===== src/rtl/tt_regresp_pkg.sv =====
// -----------------------------------------------------------------------------
// tt_regresp_pkg
// Shared definitions for the pin-driven register responder: FSM state
// encoding, command byte field positions, the read-only ID value and the
// error-clear address, plus a small address range helper.
// -----------------------------------------------------------------------------
package tt_regresp_pkg;

  typedef enum logic [1:0] {
    ST_IDLE      = 2'd0,
    ST_WAIT_DATA = 2'd1,
    ST_RESP      = 2'd2
  } state_e;

  // Command byte layout: bit7 selects read (1) / write (0), bits[3:0] address.
  localparam int         CMD_RW_BIT = 7;
  localparam int         ADDR_W     = 4;

  localparam logic [3:0] ID_ADDR    = 4'h0;
  localparam logic [7:0] ID_VALUE   = 8'hA5;
  localparam logic [3:0] CLR_ADDR   = 4'hF;

  // True when the 4-bit address maps onto an implemented register.
  function automatic logic addr_in_range(input logic [ADDR_W-1:0] addr,
                                         input int num_regs);
    return (int'(addr) < num_regs);
  endfunction

endpackage


===== src/rtl/tt_sync_edge.sv =====
// -----------------------------------------------------------------------------
// tt_sync_edge
// Multi-flop synchronizer for an asynchronous input followed by a rising
// edge detector.  A rise is reported for one cycle when the last synchronizer
// stage is high and the stage behind it (one cycle older) is still low.
//
// Ports:
//   clk      in   clock
//   rst      in   asynchronous active-high reset
//   async_in in   asynchronous level to synchronize
//   rise     out  one-cycle pulse on the synchronized rising edge
// -----------------------------------------------------------------------------
module tt_sync_edge #(
  parameter int STAGES = 2
) (
  input  logic clk,
  input  logic rst,
  input  logic async_in,
  output logic rise
);

  logic [STAGES-1:0] chain_r;
  logic              last_r;

  // Synchronizer chain plus one extra flop holding the previous synced level.
  always_ff @(posedge clk or posedge rst) begin
    if (rst) begin
      chain_r <= {STAGES{1'b0}};
      last_r  <= 1'b0;
    end else begin
      chain_r <= {chain_r[STAGES-2:0], async_in};
      last_r  <= chain_r[STAGES-1];
    end
  end

  assign rise = chain_r[STAGES-1] & ~last_r;

endmodule


===== src/rtl/tt_pin_reg_responder.sv =====
// -----------------------------------------------------------------------------
// tt_pin_reg_responder
// Byte-wide register file driven by a slow asynchronous host strobe.  The
// host sends command bytes (bit7 read/write, bits[3:0] address) and data
// bytes; reads return the register on resp_data with resp_valid held until
// the next byte.  Register 0 is a read-only ID (0xA5).  Protocol errors set a
// sticky err flag, cleared by writing data with bit0 = 1 to address 0xF.
//
// Optional feature macro: REGRESP_AUTOINC_EN -- burst writes; after a write
// the FSM stays in WAIT_DATA and each further data byte writes the next
// address (modulo NUM_REGS) until a command byte arrives.
//
// Ports:
//   clk        in   clock, all state on rising edge
//   rst        in   asynchronous active-high reset
//   ena        in   design selected; byte events dropped while low
//   host_data  in   [7:0] command or data byte
//   host_cmd   in   1 = command byte, 0 = data byte
//   host_stb   in   asynchronous strobe, rising edge marks a byte
//   resp_data  out  [7:0] read data
//   resp_valid out  resp_data holds valid read data
//   err        out  sticky protocol-error flag
// -----------------------------------------------------------------------------
module tt_pin_reg_responder
  import tt_regresp_pkg::*;
#(
  parameter int NUM_REGS    = 16,
  parameter int SYNC_STAGES = 2
) (
  input  logic       clk,
  input  logic       rst,
  input  logic       ena,
  input  logic [7:0] host_data,
  input  logic       host_cmd,
  input  logic       host_stb,
  output logic [7:0] resp_data,
  output logic       resp_valid,
  output logic       err
);

  localparam int IDX_W = (NUM_REGS > 1) ? $clog2(NUM_REGS) : 1;

  state_e     state_r, state_nx_s;
  logic [3:0] addr_r, addr_nx_s;
  logic [7:0] regs_r [NUM_REGS];
  logic [7:0] resp_data_r, resp_data_nx_s;
  logic       resp_valid_r, resp_valid_nx_s;
  logic       err_r, err_nx_s;
  logic       wr_en_s;
  logic       stb_rise_s;
  logic       evt_s;
  logic [3:0] rd_addr_s;
  logic [7:0] rd_val_s;
  logic       abandon_s;
  logic       clear_ok_s;

`ifdef REGRESP_AUTOINC_EN
  localparam logic [3:0] ADDR_MASK = 4'(NUM_REGS - 1);
  logic burst_r, burst_nx_s;
  // A command ends a burst silently; only a first-byte abandon is an error,
  // and only the command-addressed write to 0xF may clear err.
  assign abandon_s  = (state_r == ST_WAIT_DATA) && !burst_r;
  assign clear_ok_s = (addr_r == CLR_ADDR) && !burst_r;
`else
  assign abandon_s  = (state_r == ST_WAIT_DATA);
  assign clear_ok_s = (addr_r == CLR_ADDR);
`endif

  tt_sync_edge #(
    .STAGES (SYNC_STAGES)
  ) u_stb_sync (
    .clk      (clk),
    .rst      (rst),
    .async_in (host_stb),
    .rise     (stb_rise_s)
  );

  // The synchronizer always runs; only the resulting event is gated by ena.
  assign evt_s     = stb_rise_s & ena;
  assign rd_addr_s = host_data[3:0];

  // Read mux: ID at address 0, zero for unimplemented addresses.  Reads and
  // writes come from distinct byte events, at least two cycles apart, so the
  // register array already holds any earlier write when a read is decoded.
  always_comb begin
    rd_val_s = 8'h00;
    if (rd_addr_s == ID_ADDR) begin
      rd_val_s = ID_VALUE;
    end else if (addr_in_range(rd_addr_s, NUM_REGS)) begin
      rd_val_s = regs_r[rd_addr_s[IDX_W-1:0]];
    end else begin
      rd_val_s = 8'h00;
    end
  end

  // Next-state and output decode for one byte event.
  always_comb begin
    state_nx_s      = state_r;
    addr_nx_s       = addr_r;
    resp_data_nx_s  = resp_data_r;
    resp_valid_nx_s = resp_valid_r;
    err_nx_s        = err_r;
    wr_en_s         = 1'b0;
`ifdef REGRESP_AUTOINC_EN
    burst_nx_s      = burst_r;
`endif
    if (evt_s) begin
      resp_valid_nx_s = 1'b0;
      if (host_cmd) begin
`ifdef REGRESP_AUTOINC_EN
        burst_nx_s = 1'b0;
`endif
        if (abandon_s || !addr_in_range(rd_addr_s, NUM_REGS)) begin
          err_nx_s = 1'b1;
        end else begin
          err_nx_s = err_r;
        end
        if (host_data[CMD_RW_BIT]) begin
          resp_data_nx_s  = rd_val_s;
          resp_valid_nx_s = 1'b1;
          state_nx_s      = ST_RESP;
        end else begin
          addr_nx_s  = rd_addr_s;
          state_nx_s = ST_WAIT_DATA;
        end
      end else begin
        case (state_r)
          ST_WAIT_DATA: begin
            wr_en_s = addr_in_range(addr_r, NUM_REGS) && (addr_r != ID_ADDR);
            if (clear_ok_s && host_data[0]) begin
              err_nx_s = 1'b0;
            end else begin
              err_nx_s = err_r;
            end
`ifdef REGRESP_AUTOINC_EN
            burst_nx_s = 1'b1;
            addr_nx_s  = (addr_r + 4'd1) & ADDR_MASK;
            state_nx_s = ST_WAIT_DATA;
`else
            state_nx_s = ST_IDLE;
`endif
          end
          ST_IDLE, ST_RESP: begin
            err_nx_s   = 1'b1;
            state_nx_s = ST_IDLE;
          end
          default: begin
            state_nx_s = ST_IDLE;
          end
        endcase
      end
    end else begin
      state_nx_s = state_r;
    end
  end

  // FSM, latched address and response/error registers.
  always_ff @(posedge clk or posedge rst) begin
    if (rst) begin
      state_r      <= ST_IDLE;
      addr_r       <= 4'h0;
      resp_data_r  <= 8'h00;
      resp_valid_r <= 1'b0;
      err_r        <= 1'b0;
`ifdef REGRESP_AUTOINC_EN
      burst_r      <= 1'b0;
`endif
    end else begin
      state_r      <= state_nx_s;
      addr_r       <= addr_nx_s;
      resp_data_r  <= resp_data_nx_s;
      resp_valid_r <= resp_valid_nx_s;
      err_r        <= err_nx_s;
`ifdef REGRESP_AUTOINC_EN
      burst_r      <= burst_nx_s;
`endif
    end
  end

  // Register file storage; entry 0 is never written (ID is a constant).
  always_ff @(posedge clk or posedge rst) begin
    if (rst) begin
      for (int i = 0; i < NUM_REGS; i++) begin
        regs_r[i] <= 8'h00;
      end
    end else if (wr_en_s) begin
      regs_r[addr_r[IDX_W-1:0]] <= host_data;
    end
  end

  assign resp_data  = resp_data_r;
  assign resp_valid = resp_valid_r;
  assign err        = err_r;

endmodule

===== config.mk =====
export PLATFORM = sky130hd
export DESIGN_NAME = tt_pin_reg_responder
export DESIGN_NICKNAME = d
export VERILOG_FILES = /design/src/rtl/tt_regresp_pkg.sv /design/src/rtl/tt_sync_edge.sv /design/src/rtl/tt_pin_reg_responder.sv
export SDC_FILE = /design/constraint.sdc
export NUM_CORES = 1
export LEC_CHECK = 0
export ABC_AREA = 1
export CAP_MARGIN = 20
export CORE_UTILIZATION = 48
export CTS_CLUSTER_SIZE = 10
export DETAILED_ROUTE_END_ITERATION = 16
export GPL_TIMING_DRIVEN = 1
export SYNTH_ARGS = -nofsm -noshare
export SYNTH_HDL_FRONTEND = slang
export SYNTH_SLANG_ARGS = --single-unit

===== constraint.sdc =====
create_clock -name clk -period 8.4 [get_ports clk]
set_clock_uncertainty 0.1 [all_clocks]
set_input_delay 1.68 -clock clk [delete_from_list [all_inputs] [get_ports clk]]
set_output_delay 1.68 -clock clk [all_outputs]
set_load 0.1 [all_outputs]

==> reports/results.ini <==
[synthesis]
synth_fp_nets=910
ys_ff_latch=146
yosys_warnings=0
syn_area_um2=6930
synth_cell_types=21
synthSimpleGateAreaFrac_pct=28.7
synth_area_per_cell_um2=7.72
syn_inst=897
ys_seq_area_share_pct=52.7
synth_top_family_by_area=simple AND/OR/NAND/NOR gates
synth-compound-area-share_pct=9.63
synth.area.mux_share_pct=0
synth_adder_area_share_pct=0
synth_xor_area_share_pct=0

[cts]
cts_tree=done
clkSinkCount=146
cts-root-buf=clkbuf_16
post-cts-setup-buffers=0
cts-resized-gates=0
ctsHoldBuffers=0
insertion_delay_ns=0.42
htree_levels=4
clk_pin_slew_ns=0.05
cts_buffers=17
clock_path_buffers=2

[timing]
tightestPinTransition_ns=1.09
fin_crit_ns=4.04
tns_ns=0
max-slew-margin-rel_pct=27.0
whs_ns=0.249
setup_slack_ns=4.36
hold_violations=0
fmax_ghz=0.247
rsz0062_at_grt=no
final.period_utilization_pct=48.1
setup_viol=0
slew_viol_final=0

[routing]
drtPass1Iterations=5
num_vias=5512
post_drt_wl_per_cell_um=15.7
final_antenna_net_count=0
post-route-drc-count=0
drt-vias-per-instance=5.09
wirelength_um=17000
drt_iter0_markers=444

[power_and_ir_drop]
ir_drop_uv=155
power_density_nw_per_um2=226
leakage_nw=3.68

[status]
outcome=finished clean

[worst_setup_path]
path_buf_inv=2
crit_path_top_delay_cell=nor2_2
crit_family=simple AND/OR/NAND/NOR gates
crit_chain=clkdlybuf4s50_1 -> nand2_1 -> nor2_2 -> inv_2 -> nor2_2 -> nand3_1 -> o21ai_0
r2r-start=u_stb_sync.chain_r[1]$_DFF_PP0_
crit_type=in2reg
cp.arrival_ns=4.25
cpMostUsedCell=nor2_2
cp-start-kind=input pin
startpoint=ena
cp.required_ns=8.61
worstSetupEndpointType=flop
max_stage_delay_ns=0.83
crit_fanout=16

[final_layout]
nNetsFinal=902
stdcell_area_um2=7800
syn_to_final_growth_pct=12.6
drive_above_1_share_pct=6.54
final_common_cell=nand2_1
mostFrequentLayoutCells=nand2_1, dfrtp_1, o21ai_0
diodes=0

[grt]
grt_pass1_wl_um=28200
grt_overflow=0
grt_max_degree=80
antenna_found_initial=0
grt_pass1_vias=5338
grtUsageTotal_pct=25.1

[floorplanning]
start_util_pct=49.5
dieArea_um2=14900
die_w_um=122
rows=43
die_y_um=122
core_area_um2=14000
ios=23

[placement]
portBuffers=22
place_ws_ns=3.93
dp_hpwl_um=10300
dpl-instance-area_um2=7170
gp_congestion=0.833

[worst_hold_path]
hp-start=u_stb_sync.chain_r[0]$_DFF_PP0_
hold_class=reg2reg

[job]
cap_violations=0

[registers in the layout (all words and copies together) (netlist names)]
register	cells
state_r	2
u_stb_sync.last_r	1
u_stb_sync.chain_r	2
regs_r	128
resp_data	8
err	1
addr_r	4
[metrics by stage]
stage / power, mW / util (%) / std cells
global placement: 1.00 / 51.3 / 1049
finish: 1.76 / 55.8 / 1082
global route: 1.83 / 55.8 / 1082
floorplan: 0.936 / - / 897
CTS: 1.77 / 55.6 / 1081
detailed placement: 1.00 / 51.3 / 1049
[synthesized netlist by cell type, drive strengths merged]
cell type,count,area share [%]
o21ai,127,9.2
dfrtp,146,53
a21oi,5,0.36
buf,20,1.6
nand2,343,19
a31oi,1,0.090
nor3,2,0.22
clkbuf,36,2.0
nand4,1,0.090
nor2,32,1.9
nand3,85,7.9
inv,99,5.4
[path summary, 6_finish.rpt]
check	to	slack (ns)	cells after the start
max	regs_r[107]$_DFFE_PP0P_	4.36	7
min	u_stb_sync.chain_r[1]$_DFF_PP0_	0.25	0
max reg2reg	regs_r[107]$_DFFE_PP0P_	5.72	6
min reg2reg	u_stb_sync.chain_r[1]$_DFF_PP0_	0.25	0
max in group asynchronous	regs_r[63]$_DFFE_PP0P_	5.43	4
min in group asynchronous	regs_r[48]$_DFFE_PP0P_	1.62	2
[power breakdown]
| group | internal [mW] | switching [mW] |
|---|---|---|
| sequential | 0.732 | 0.0224 |
| clock | 0.475 | 0.293 |
| combinational | 0.0545 | 0.183 |
| total | 1.26 | 0.499 |
[cell type report]
type | count | area, um^2
well taps | 180 | 225
multi-input cells | 596 | 2660
flip-flops and latches | 146 | 3650
clock buffers | 23 | 498
repair buffers | 29 | 288
fillers | 1350 | 6190
inverters | 99 | 377
clock inverters | 9 | 103
[metal layers]
| metal | track usage, % | vias to the layer above | routed length (um) |
|---|---|---|---|
| li1 | - | 2777 | - |
| met1 | 34.4 | 2591 | 8180 |
| met2 | 39.5 | 125 | 7830 |
| met3 | 5.85 | 19 | 749 |
| met4 | 7.70 | 0 | 265 |
| met5 | 0 | - | 0 |
[cells by family after synthesis]
| kind of cell | after synthesis |
|---|---|
| AOI/OAI and AO/OA | 133 |
| buffers and inverters | 155 |
| DFF | 146 |
| and+or+nand+nor | 463 |
(Power assumes the default switching activity.)
